## config.mk

```make
export PLATFORM = sky130hd
export DESIGN_NAME = live_cell_encoder
export DESIGN_NICKNAME = d
export VERILOG_FILES = /design/src/rtl/live_cell_pkg.sv /design/src/rtl/priority_encoder.sv /design/src/rtl/live_cell_encoder.sv
export SDC_FILE = /design/constraint.sdc
export NUM_CORES = 1
export LEC_CHECK = 0
export CELL_PAD_IN_SITES_DETAIL_PLACEMENT = 1
export CELL_PAD_IN_SITES_GLOBAL_PLACEMENT = 1
export CORE_UTILIZATION = 34
export DETAILED_ROUTE_END_ITERATION = 6
export GPL_TIMING_DRIVEN = 1
export PLACE_DENSITY_LB_ADDON = 0.1
export SLEW_MARGIN = 40
export SYNTH_ARGS = -nofsm -noshare
export SYNTH_HDL_FRONTEND = slang
export SYNTH_SLANG_ARGS = --single-unit
```

## constraint.sdc

```tcl
create_clock -name clk -period 2.8 [get_ports clk]
set_clock_uncertainty 0.2 [all_clocks]
set_input_delay 0.56 -clock clk [delete_from_list [all_inputs] [get_ports clk]]
set_output_delay 0.56 -clock clk [all_outputs]
set_load 0.02 [all_outputs]
```

## src/rtl/live_cell_pkg.sv

```systemverilog
`default_nettype none
// ============================================================================
// Module      : live_cell_pkg
// Description : Shared FSM state encoding and index-width helper for the
//               live cell encoder.
// Revision    : 1.0 - initial release
// ============================================================================
package live_cell_pkg;

    typedef logic [0:0] state_t;

    localparam state_t S_IDLE = 1'b0;
    localparam state_t S_EMIT = 1'b1;

    // Index width for an n-wide row; never narrower than one bit.
    function automatic int idx_width(input int n);
        return (n < 2) ? 1 : $clog2(n);
    endfunction

endpackage
`default_nettype wire

```

## src/rtl/priority_encoder.sv

```systemverilog
`default_nettype none
// ============================================================================
// Module      : priority_encoder
// Description : Index of the lowest set bit of a vector (highest when
//               LIVE_CELL_ENCODER_MSB_FIRST_EN is defined) plus an any flag.
// Revision    : 1.0 - initial release
// ============================================================================
module priority_encoder
    import live_cell_pkg::*;
#(
    parameter int N = 8,
    localparam int W = idx_width(N)
) (
    input  logic [N-1:0] vec,
    output logic [W-1:0] idx,
    output logic         any
);

    always_comb begin
        idx = '0;
`ifdef LIVE_CELL_ENCODER_MSB_FIRST_EN
        for (int i = 0; i < N; i++) begin
            if (vec[i]) idx = i[W-1:0];
        end
`else
        // Scanning downward lets the lowest set bit win the final assignment.
        for (int i = N - 1; i >= 0; i--) begin
            if (vec[i]) idx = i[W-1:0];
        end
`endif
    end

    assign any = |vec;

endmodule
`default_nettype wire

```

## src/rtl/live_cell_encoder.sv

```systemverilog
`default_nettype none
// ============================================================================
// Module      : live_cell_encoder
// Description : Streams the column indices of the live cells in a row, one
//               per valid/ready beat. Define LIVE_CELL_ENCODER_MSB_FIRST_EN
//               for descending index order.
// Revision    : 1.0 - initial release
// ============================================================================
module live_cell_encoder
    import live_cell_pkg::*;
#(
    parameter int N = 8,
    localparam int W = idx_width(N)
) (
    input  logic         clk,
    input  logic         rst,
    input  logic         in_valid,
    output logic         in_ready,
    input  logic [N-1:0] in_data,
    output logic         out_valid,
    input  logic         out_ready,
    output logic [W-1:0] out_index,
    output logic         out_last
);

    localparam logic [N-1:0] C_ONE = {{(N-1){1'b0}}, 1'b1};

    state_t       state_q, state_d;
    logic [N-1:0] pending_q, pending_d;
    logic         enc_any;
    logic         single_left;

    priority_encoder #(.N(N)) u_enc (
        .vec (pending_q),
        .idx (out_index),
        .any (enc_any)
    );

    assign single_left = enc_any && ((pending_q & (pending_q - C_ONE)) == '0);
    assign out_valid   = (state_q == S_EMIT);
    assign out_last    = out_valid && single_left;
    assign in_ready    = rst && ((state_q == S_IDLE) || (out_valid && out_ready && out_last));

    always_comb begin
        state_d   = state_q;
        pending_d = pending_q;
        if (out_valid && out_ready) begin
            pending_d = pending_q & ~(C_ONE << out_index);
            if (out_last) state_d = S_IDLE;
        end
        // A row accepted on the final beat overrides the clear above.
        if (in_valid && in_ready) begin
            pending_d = in_data;
            state_d   = (in_data != '0) ? S_EMIT : S_IDLE;
        end
    end

    always_ff @(posedge clk) begin
        if (!rst) begin
            state_q   <= S_IDLE;
            pending_q <= '0;
        end else begin
            state_q   <= state_d;
            pending_q <= pending_d;
        end
    end

endmodule
`default_nettype wire

```

==> results of run 1 <==
worst max-delay path: cells and delay by family (launching register included):
family	cells	cell delay, ns
AO/OA/AOI/OAI	1	0.29
buffers and inverters	2	0.79
flip-flops	1	0.38
AND/OR/NAND/NOR	1	0.16
cell usage in the layout (no fill, tap or decap), drive strengths merged, types with 2 or more instances in the layout:
cell / synthesis / final
a21oi: 4 / 4
mux2: 5 / 5
o211ai: 2 / 2
dfxtp: 9 / 9
and3: 2 / 2
dlygate4sd2: 0 / 3
nand2: 3 / 3
clkbuf: 0 / 5
inv: 7 / 7
o21ai: 3 / 3
a31oi: 2 / 2
clkdlybuf4s50: 0 / 13
nand3: 2 / 2
or4: 3 / 3
a2111oi: 2 / 2
nor2: 7 / 7
buf: 0 / 6
mux2i: 3 / 3
and2: 2 / 2
timing repair:
action                                  CTS  global route
resized for setup                         9             7
hold endpoints to repair                  0             0
endpoints found under the setup margin    4             2
pin swaps                                 0             1
routing by layer:
layer,track usage,vias up,part of all wire
met5,0,-,0
met3,0.03968,0,0.020
met1,0.2854,310,0.48
li1,-,331,-
met4,0.07059,0,0
met2,0.3371,10,0.50
where the power goes:
part | switching (mW) | internal [mW]
Sequential | 0.0363 | 0.145
Clock | 0.0470 | 0.0550
Combinational | 0.128 | 0.126
Total | 0.211 | 0.326
kinds of logic after synthesis:
| kind of cell | synth area share |
|---|---|
| AOI/OAI and AO/OA | 0.2712 |
| buffers and inverters | 0.05386 |
| DFF | 0.2769 |
| muxes | 0.1385 |
| xor gates and xnor gates | 0.01346 |
| and+or+nand+nor | 0.2462 |
layout make-up:
| class | count | area share |
|---|---|---|
| inverters | 7 | 0.02774 |
| clock buffers | 4 | 0.02774 |
| well taps | 25 | 0.03303 |
| multi-input cells | 55 | 0.4954 |
| repair buffers | 23 | 0.2180 |
| flip-flops and latches | 9 | 0.1982 |
registers in the layout, summed over array words and instances, names as in the netlist:
| signal | count |
|---|---|
| out_valid | 1 |
| pending_q | 8 |
worst max path at each step:
stage / to / slack (ns) / depth (start not counted) / from
after floorplan: out_last / 0.46 / 2 / pending_q[0]$_SDFFE_PN0P_
after global placement: in_ready / -0.06 / 6 / out_ready
after detailed placement: in_ready / -0.12 / 6 / out_ready
after CTS: in_ready / -0.001 / 5 / pending_q[0]$_SDFFE_PN0P_
after global routing: out_last / 0.07 / 3 / pending_q[1]$_SDFFE_PN0P_
final: out_index[1] / 0.15 / 4 / pending_q[4]$_SDFFE_PN0P_
==> results.py, run 1 <==
metrics = {
    "status": {
        "run_status": "finished clean",
    },
    "timing": {
        "hold_viol_final": 0,
        "period_share": 0.9451,
        "worst_hold_margin_ns": 0.4065,
        "finalSetupTns_ns": 0,
        "layout_setup_ws_ns": 0.1536,
        "worst_pin_slew_ns": 0.3895,
        "rsz0062_at_grt": "false",
        "final_max_slew_viol_count": 0,
        "setup_violation_total_in_the_final_timing_report": 0,
        "shortest_clock_period_the_worst_path_allows_after_layout_ns": 2.646,
        "fmax_ghz": 0.3779,
        "timing.max_slew.rel_slack": 0.7398,
    },
    "global_route": {
        "wire_length_of_the_first_global_routing_pass_um": 3105,
        "grt_start_max_net_pins": 11,
        "antenna_found_initial": 0,
        "grt_util_all_layers": 0.2116,
        "via_count_of_the_first_global_routing_pass": 665,
        "globalRouteOverflowTotal": 0,
    },
    "pwr": {
        "power-per-cell-area_mw_per_mm2": 566.8,
        "ir_worst_vdd_mv": 0.2967,
        "power.total_mw": 0.5368,
        "static-leakage-power_nw": 0.3920,
    },
    "drt": {
        "ant_nets": 0,
        "detail_route.drc_violations": 0,
        "dr.first_iter.drc_count": 8,
        "via_count": 651,
        "viasPerCell": 5.293,
        "drt_pass1_iterations": 2,
        "wire_per_inst_um": 15.61,
        "final_routed_wirelength_across_all_metal_layers_um": 1920,
    },
    "synthesis": {
        "synth.cell_area_sq_um": 650.6,
        "synth.distinct_cells": 39,
        "synth.top_cell.area_share": 0.2769,
        "ys_dominant_reg_cell": "sky130_fd_sc_hd__dfxtp_1",
        "yosys.area.top_type": "sky130_fd_sc_hd__dfxtp_1",
        "synth-edff-count": 0,
        "yosys_register_bits": 9,
        "yosysWarnings": 0,
        "synth_most_common_cell": "sky130_fd_sc_hd__dfxtp_1",
        "async_flop_share": 0,
        "post_synth_main_area_contributors": "sky130_fd_sc_hd__dfxtp_1 28%, sky130_fd_sc_hd__mux2_2 6.9%, sky130_fd_sc_hd__mux2i_1 4.6%, sky130_fd_sc_hd__inv_1 4.0%, sky130_fd_sc_hd__nor2_1 4.0%",
        "synth_sequential_area_ratio": 0.2769,
        "syn_area_per_cell_sq_um": 9.036,
        "synth_fp_nets": 84,
        "netlist_instances": 72,
        "synth_commonest_cells": "9 x sky130_fd_sc_hd__dfxtp_1, 7 x sky130_fd_sc_hd__inv_1, 7 x sky130_fd_sc_hd__nor2_1",
    },
    "setup_path": {
        "critical_path_required_ns": 2.04,
        "timing_worst_setup_path_type": "reg2out",
        "r2r_setup_slack_ns": 0.58,
        "cp_cell_sequence": "buf_4, o31ai_4, and2_1, clkdlybuf4s50_1",
        "endpoint_of_the_worst_register_to_register_path": "pending_q[1]$_SDFFE_PN0P_",
        "start_kind": "flop",
        "worst_setup_path_end_kind": "output port",
        "regToRegStartpoint": "pending_q[1]$_SDFFE_PN0P_",
        "worst_path_largest_cell_delay_ns": 0.60,
        "critical_path.slowest_cell": "sky130_fd_sc_hd__clkdlybuf4s50_1",
        "arrival_ns": 1.89,
        "critPathMaxFanout": 5,
        "worst-r2r-cell-count": 6,
    },
    "flow_run": {
        "number_of_max_capacitance_violations_reported": 0,
    },
    "finish": {
        "final_design_area_no_fill_sq_um": 947.2,
        "layout.core_utilization": 0.5369,
        "nFillCells": 222,
        "ff_latch_area_sq_um": 187.7,
        "n_antenna_cell": 0,
        "multi_input_area_sq_um": 469.2,
        "finish.cell_count_without_fillers": 123,
        "area_growth_syn_to_layout_pct": 45.58,
        "drive_gt1_frac": 0.3163,
        "num-nets-final": 111,
    },
    "floorplan": {
        "die_height_um": 45.75,
        "floorplan.core_area_sq_mm": 0.001764,
        "starting_density_of_the_core": 0.3688,
        "core.rowCount": 15,
        "die_width_um": 45.75,
        "pin_count": 18,
        "die_area_sq_mm": 0.002093,
    },
    "min_path": {
        "min-delay-start": "pending_q[3]$_SDFFE_PN0P_",
        "hold_crit_endpoint": "pending_q[3]$_SDFFE_PN0P_",
        "holdPathStages": 2,
        "timing.hold.worst.class": "reg2reg",
    },
    "clock_network": {
        "clock_insertion_delay_worst_skew_ns": 0.26,
        "clk_pin_slew_ns": 0.06,
        "postCtsSetupBuffers": 0,
        "cts.sink_count": 9,
        "cts.hold.buffers_added": 0,
        "cts-buffers-inserted": 3,
        "cts_root_buffer": "sky130_fd_sc_hd__clkbuf_4",
        "h-tree-depth": 1,
        "cts_tree": "done",
        "cts-root-to-sink-buffers": 2,
    },
    "placement": {
        "numPortBuffers": 17,
        "numPlacedInstances": 119,
        "place_area_sq_um": 888.4,
        "finalWeightedCongestion": 0.7578,
        "dpl_worst_slack_ns": -0.1229,
        "post-dp-hpwl_um": 1455,
    },
}
Note: power is estimated with default switching activity, not from simulation.
==> run 2: changes to the inputs <==
- CTS_BUF_LIST: not set -> sky130_fd_sc_hd__clkbuf_4 sky130_fd_sc_hd__clkbuf_8 sky130_fd_sc_hd__clkbuf_16
==> results.py, run 2 (synthesized netlist as in run 1, its figures left out) <==
metrics = {
    "timing": {
        "worst_pin_slew_ns": 0.4309,
        "final_max_slew_viol_count": 0,
        "timing.max_slew.rel_slack": 0.7089,
        "shortest_clock_period_the_worst_path_allows_after_layout_ns": 2.644,
        "rsz0062_at_grt": "false",
        "fmax_ghz": 0.3782,
        "hold_viol_final": 0,
        "worst_hold_margin_ns": 0.4001,
        "layout_setup_ws_ns": 0.1558,
        "period_share": 0.9444,
        "setup_violation_total_in_the_final_timing_report": 0,
    },
    "clock_network": {
        "cts.sink_count": 9,
        "cts-root-to-sink-buffers": 2,
        "clock_insertion_delay_worst_skew_ns": 0.26,
        "postCtsSetupBuffers": 0,
        "clk_pin_slew_ns": 0.06,
        "cts_tree": "done",
        "h-tree-depth": 1,
        "cts-buffers-inserted": 3,
        "cts_root_buffer": "sky130_fd_sc_hd__clkbuf_4",
    },
    "min_path": {
        "timing.hold.worst.class": "reg2reg",
    },
    "setup_path": {
        "start_kind": "flop",
        "critical_path_required_ns": 2.04,
        "timing_worst_setup_path_type": "reg2out",
        "critPathMaxFanout": 5,
        "worst_setup_path_end_kind": "output port",
        "arrival_ns": 1.88,
    },
    "finish": {
        "finish.cell_count_without_fillers": 123,
        "layout.cells.most_common_list": "13 x sky130_fd_sc_hd__clkdlybuf4s50_1, 7 x sky130_fd_sc_hd__nor2_1, 7 x sky130_fd_sc_hd__inv_1, 6 x sky130_fd_sc_hd__buf_4, 5 x sky130_fd_sc_hd__dfxtp_1",
        "largest_register_ffs": 8,
        "multi_input_area_sq_um": 461.7,
        "drive_gt1_frac": 0.3163,
        "num-nets-final": 111,
        "final_design_area_no_fill_sq_um": 940.9,
        "n_antenna_cell": 0,
        "nFillCells": 219,
        "ff_latch_area_sq_um": 185.2,
        "area_growth_syn_to_layout_pct": 44.62,
        "layout.cells.most_common": "sky130_fd_sc_hd__clkdlybuf4s50_1",
        "top_register": "pending_q",
    },
    "floorplan": {
        "pin_count": 18,
        "core.rowCount": 15,
        "starting_density_of_the_core": 0.3688,
        "die_height_um": 45.75,
        "die_width_um": 45.75,
        "die_area_sq_mm": 0.002093,
        "floorplan.core_area_sq_mm": 0.001764,
    },
    "drt": {
        "via_count": 653,
        "viasPerCell": 5.309,
        "detail_route.drc_violations": 0,
        "ant_nets": 0,
        "final_routed_wirelength_across_all_metal_layers_um": 1858,
        "dr.first_iter.drc_count": 20,
        "wire_per_inst_um": 15.11,
        "drt_pass1_iterations": 4,
    },
    "pwr": {
        "p_clk_frac": 0.204,
        "power.share.switching": 0.3825,
        "power-per-cell-area_mw_per_mm2": 575.9,
        "internal_power_mw": 0.3346,
        "pwr-share-comb": 0.462,
        "sequentialPowerShare": 0.334,
        "static-leakage-power_nw": 0.3901,
        "ir_worst_vdd_mv": 0.3672,
        "p_sw_mw": 0.2073,
    },
    "global_route": {
        "grt_util_all_layers": 0.2132,
        "grt_start_max_net_pins": 11,
        "wire_length_of_the_first_global_routing_pass_um": 3132,
        "antenna_found_initial": 0,
        "via_count_of_the_first_global_routing_pass": 666,
        "globalRouteOverflowTotal": 0,
    },
    "flow_run": {
        "number_of_max_capacitance_violations_reported": 0,
    },
    "placement": {
        "numPortBuffers": 17,
        "place_area_sq_um": 888.4,
        "dpl_worst_slack_ns": -0.1229,
        "finalWeightedCongestion": 0.7578,
        "numPlacedInstances": 119,
        "post-dp-hpwl_um": 1455,
    },
    "status": {
        "run_status": "finished clean",
    },
}
-- run 2: area by class of cell --
type | count | share of cell area
inverter | 7 | 0.02793
tap | 25 | 0.03324
clock buffer | 4 | 0.03191
multi-input combinational | 55 | 0.4907
timing repair buffer | 23 | 0.2194
sequential | 9 | 0.1968
-- run 2: routing by layer --
metal  GRT usage  vias up  wire length [um]  share of wire
li1            -      329                 -              -
met4     0.07059        0                 0              0
met1      0.2902      312               877           0.47
met3     0.03968        0                42          0.023
met2      0.3371       12               938           0.50
met5           0        -                 0              0
-- run 2: critical path, stage by stage, from the launching register on --
cell and delay [ns]:
sky130_fd_sc_hd__dfxtp_1 0.38, sky130_fd_sc_hd__buf_4 0.19, sky130_fd_sc_hd__o31ai_4 0.29, sky130_fd_sc_hd__and2_1 0.16
sky130_fd_sc_hd__clkdlybuf4s50_1 0.60
-- run 2: through the flow --
stage | utilization | power (mW) | setup TNS (ns)
detailed placement | 0.5035 | 0.4253 | -0.1229
global route | 0.5333 | 0.5787 | 0
floorplan | - | 0.3176 | 0
global placement | 0.5035 | 0.4196 | -0.05642
CTS | 0.5234 | 0.5340 | -0.003102
finish | 0.5333 | 0.5419 | 0
-- run 2: worst paths after layout --
check,start,endpoint,slack (ns),cells after the start
max,pending_q[4]$_SDFFE_PN0P_,out_index[1],0.16,4
min,pending_q[3]$_SDFFE_PN0P_,pending_q[3]$_SDFFE_PN0P_,0.40,2
max reg2reg,pending_q[1]$_SDFFE_PN0P_,pending_q[1]$_SDFFE_PN0P_,0.58,6
min reg2reg,pending_q[3]$_SDFFE_PN0P_,pending_q[3]$_SDFFE_PN0P_,0.40,2
-- run 2: timing repair --
action	CTS	global route
endpoints found under the setup margin	4	2
gates resized for setup	9	5
hold buffers	0	0
pin swaps	0	1
endpoints found under the hold margin	0	0
-- run 2: power by group through the flow --
stage | Clock (mW) | Sequential [mW] | Combinational, mW
floorplan | 0 | 0.173 | 0.145
global placement | 0 | 0.178 | 0.242
detailed placement | 0 | 0.179 | 0.246
CTS | 0.116 | 0.179 | 0.239
global route | 0.122 | 0.185 | 0.272
finish | 0.111 | 0.181 | 0.250
==> run 3: changes to the inputs <==
- CORE_UTILIZATION: 34 -> 40
- DONT_BUFFER_PORTS: not set -> 1
==> results.py, run 3 (synthesized netlist as in run 1, its figures left out) <==
metrics = {
    "timing": {
        "finalSetupTns_ns": 0,
        "shortest_clock_period_the_worst_path_allows_after_layout_ns": 2.622,
        "rsz0062_at_grt": "false",
        "worst_pin_slew_ns": 0.5792,
        "layout_setup_ws_ns": 0.1779,
        "period_share": 0.9365,
        "timing.max_slew.rel_slack": 0.6139,
        "final_max_slew_viol_count": 0,
        "setup_violation_total_in_the_final_timing_report": 0,
        "hold_viol_final": 0,
        "fmax_ghz": 0.3814,
    },
    "finish": {
        "num-nets-final": 90,
        "ff_latch_area_sq_um": 180.2,
        "nFillCells": 185,
        "n_antenna_cell": 0,
        "multi_input_area_sq_um": 435.4,
        "finish.cell_count_without_fillers": 93,
        "drive_gt1_frac": 0.2597,
        "top_register": "pending_q",
        "area_growth_syn_to_layout_pct": 8.654,
        "largest_register_ffs": 8,
        "layout.cells.most_common": "sky130_fd_sc_hd__dfxtp_1",
        "layout.cells.most_common_list": "9 x sky130_fd_sc_hd__dfxtp_1, 7 x sky130_fd_sc_hd__nor2_1, 7 x sky130_fd_sc_hd__inv_1",
    },
    "flow_run": {
        "number_of_max_capacitance_violations_reported": 0,
    },
    "drt": {
        "final_routed_wirelength_across_all_metal_layers_um": 1630,
        "detail_route.drc_violations": 0,
        "wire_per_inst_um": 17.53,
        "dr.first_iter.drc_count": 26,
        "via_count": 587,
        "drt_pass1_iterations": 4,
        "viasPerCell": 6.312,
        "ant_nets": 0,
    },
    "placement": {
        "numPortBuffers": 0,
        "finalWeightedCongestion": 0.8080,
        "numPlacedInstances": 88,
        "dpl_worst_slack_ns": 0.4062,
        "post-dp-hpwl_um": 1260,
    },
    "floorplan": {
        "floorplan.core_area_sq_mm": 0.001506,
        "starting_density_of_the_core": 0.4319,
        "die_width_um": 42.33,
        "pin_count": 18,
        "die_height_um": 42.33,
        "die_area_sq_mm": 0.001792,
        "core.rowCount": 14,
    },
    "clock_network": {
        "cts_tree": "done",
        "cts.sink_count": 9,
        "clock_insertion_delay_worst_skew_ns": 0.26,
        "clk_pin_slew_ns": 0.07,
        "cts_root_buffer": "sky130_fd_sc_hd__clkbuf_4",
        "cts-root-to-sink-buffers": 2,
        "ctsResizeCount": 0,
        "h-tree-depth": 1,
        "cts.hold.buffers_added": 0,
        "cts-buffers-inserted": 3,
    },
    "setup_path": {
        "worst_path_largest_cell_delay_ns": 0.61,
        "cp_cell_sequence": "or4_4, o21ai_2, a31oi_2, and2_2",
        "arrival_ns": 1.86,
        "critPathMaxFanout": 8,
        "timing_worst_setup_path_type": "reg2out",
        "worst_setup_path_end_kind": "output port",
        "critical_path.slowest_cell": "sky130_fd_sc_hd__or4_4",
        "regToRegStartpoint": "pending_q[0]$_SDFFE_PN0P_",
        "critical_path.top_delay_family": "simple AND/OR/NAND/NOR gates",
        "worstPathBufferInverterCount": 0,
        "start_kind": "flop",
        "critical_path_required_ns": 2.04,
        "startpoint": "pending_q[0]$_SDFFE_PN0P_",
    },
    "global_route": {
        "antenna_found_initial": 0,
        "via_count_of_the_first_global_routing_pass": 567,
        "globalRouteOverflowTotal": 0,
        "grt_util_all_layers": 0.1998,
        "wire_length_of_the_first_global_routing_pass_um": 2677,
        "grt_start_max_net_pins": 12,
    },
    "pwr": {
        "static-leakage-power_nw": 0.2876,
        "power-per-cell-area_mw_per_mm2": 663.7,
        "ir_worst_vdd_mv": 0.3210,
        "power.total_mw": 0.4692,
    },
    "min_path": {
        "min-delay-start": "in_data[7]",
        "timing.hold.worst.class": "in2reg",
    },
    "status": {
        "run_status": "finished clean",
    },
}
## run 3: cell count changes in the layout (fill, tap and decap cells not counted), moves of 3 or more
| cell | previous run | this run |
|---|---|---|
| sky130_fd_sc_hd__dfxtp_1 | 5 | 9 |
| sky130_fd_sc_hd__clkdlybuf4s50_1 | 13 | 0 |
| sky130_fd_sc_hd__dfxtp_2 | 4 | 0 |
| sky130_fd_sc_hd__dlygate4sd2_1 | 3 | 0 |
| sky130_fd_sc_hd__buf_4 | 6 | 2 |
## run 3: worst reg2reg max path, cell delays in order, from the launching register on
cell and delay (ns):
sky130_fd_sc_hd__dfxtp_1 0.41, sky130_fd_sc_hd__or4_4 0.61, sky130_fd_sc_hd__o21ai_2 0.17, sky130_fd_sc_hd__a31oi_2 0.13, sky130_fd_sc_hd__buf_4 0.18, sky130_fd_sc_hd__nand3_4 0.15, sky130_fd_sc_hd__mux2_2 0.35
## run 3: report_power, final
part           internal (mW)  switching (mW)
logic                 0.0759           0.102
clock network         0.0646          0.0474
registers              0.143          0.0363
## run 3: routing by layer
metal / vias up / global-route usage / wire length [um]
met5: - / 0 / 0
met3: 2 / 0.05172 / 99
met1: 283 / 0.2914 / 769
met4: 0 / 0.07500 / 9
li1: 286 / - / -
met2: 16 / 0.2800 / 751
## run 3: final cells by class
cell class | count | area share
multi-input cells | 55 | 0.6159
flip-flops and latches | 9 | 0.2549
well taps | 16 | 0.02832
inverters | 7 | 0.03717
repair buffers | 2 | 0.02124
clock buffers | 4 | 0.04248
## run 3: through the flow
step                      hold WS, ns  area [sq um]    util
after floorplan                0.3314         650.6       -
after global placement         0.3776         669.4  0.4444
after detailed placement       0.3816         669.4  0.4444
after CTS                      0.2283         699.4  0.4643
after global routing           0.2273         706.9  0.4693
final                          0.2325         706.9  0.4693
## run 3: worst paths after layout
check,to,slack (ns),cells after the start
max,in_ready,0.18,4
min,pending_q[7]$_SDFFE_PN0P_,0.23,2
max reg2reg,pending_q[4]$_SDFFE_PN0P_,0.49,6
min reg2reg,pending_q[6]$_SDFFE_PN0P_,0.39,2
## run 3: repair_timing
action / 4_1_cts / 5_1_grt
hold endpoints to repair: 0 / 0
setup endpoints to repair: 0 / 1
setup buffers: 0 / 1
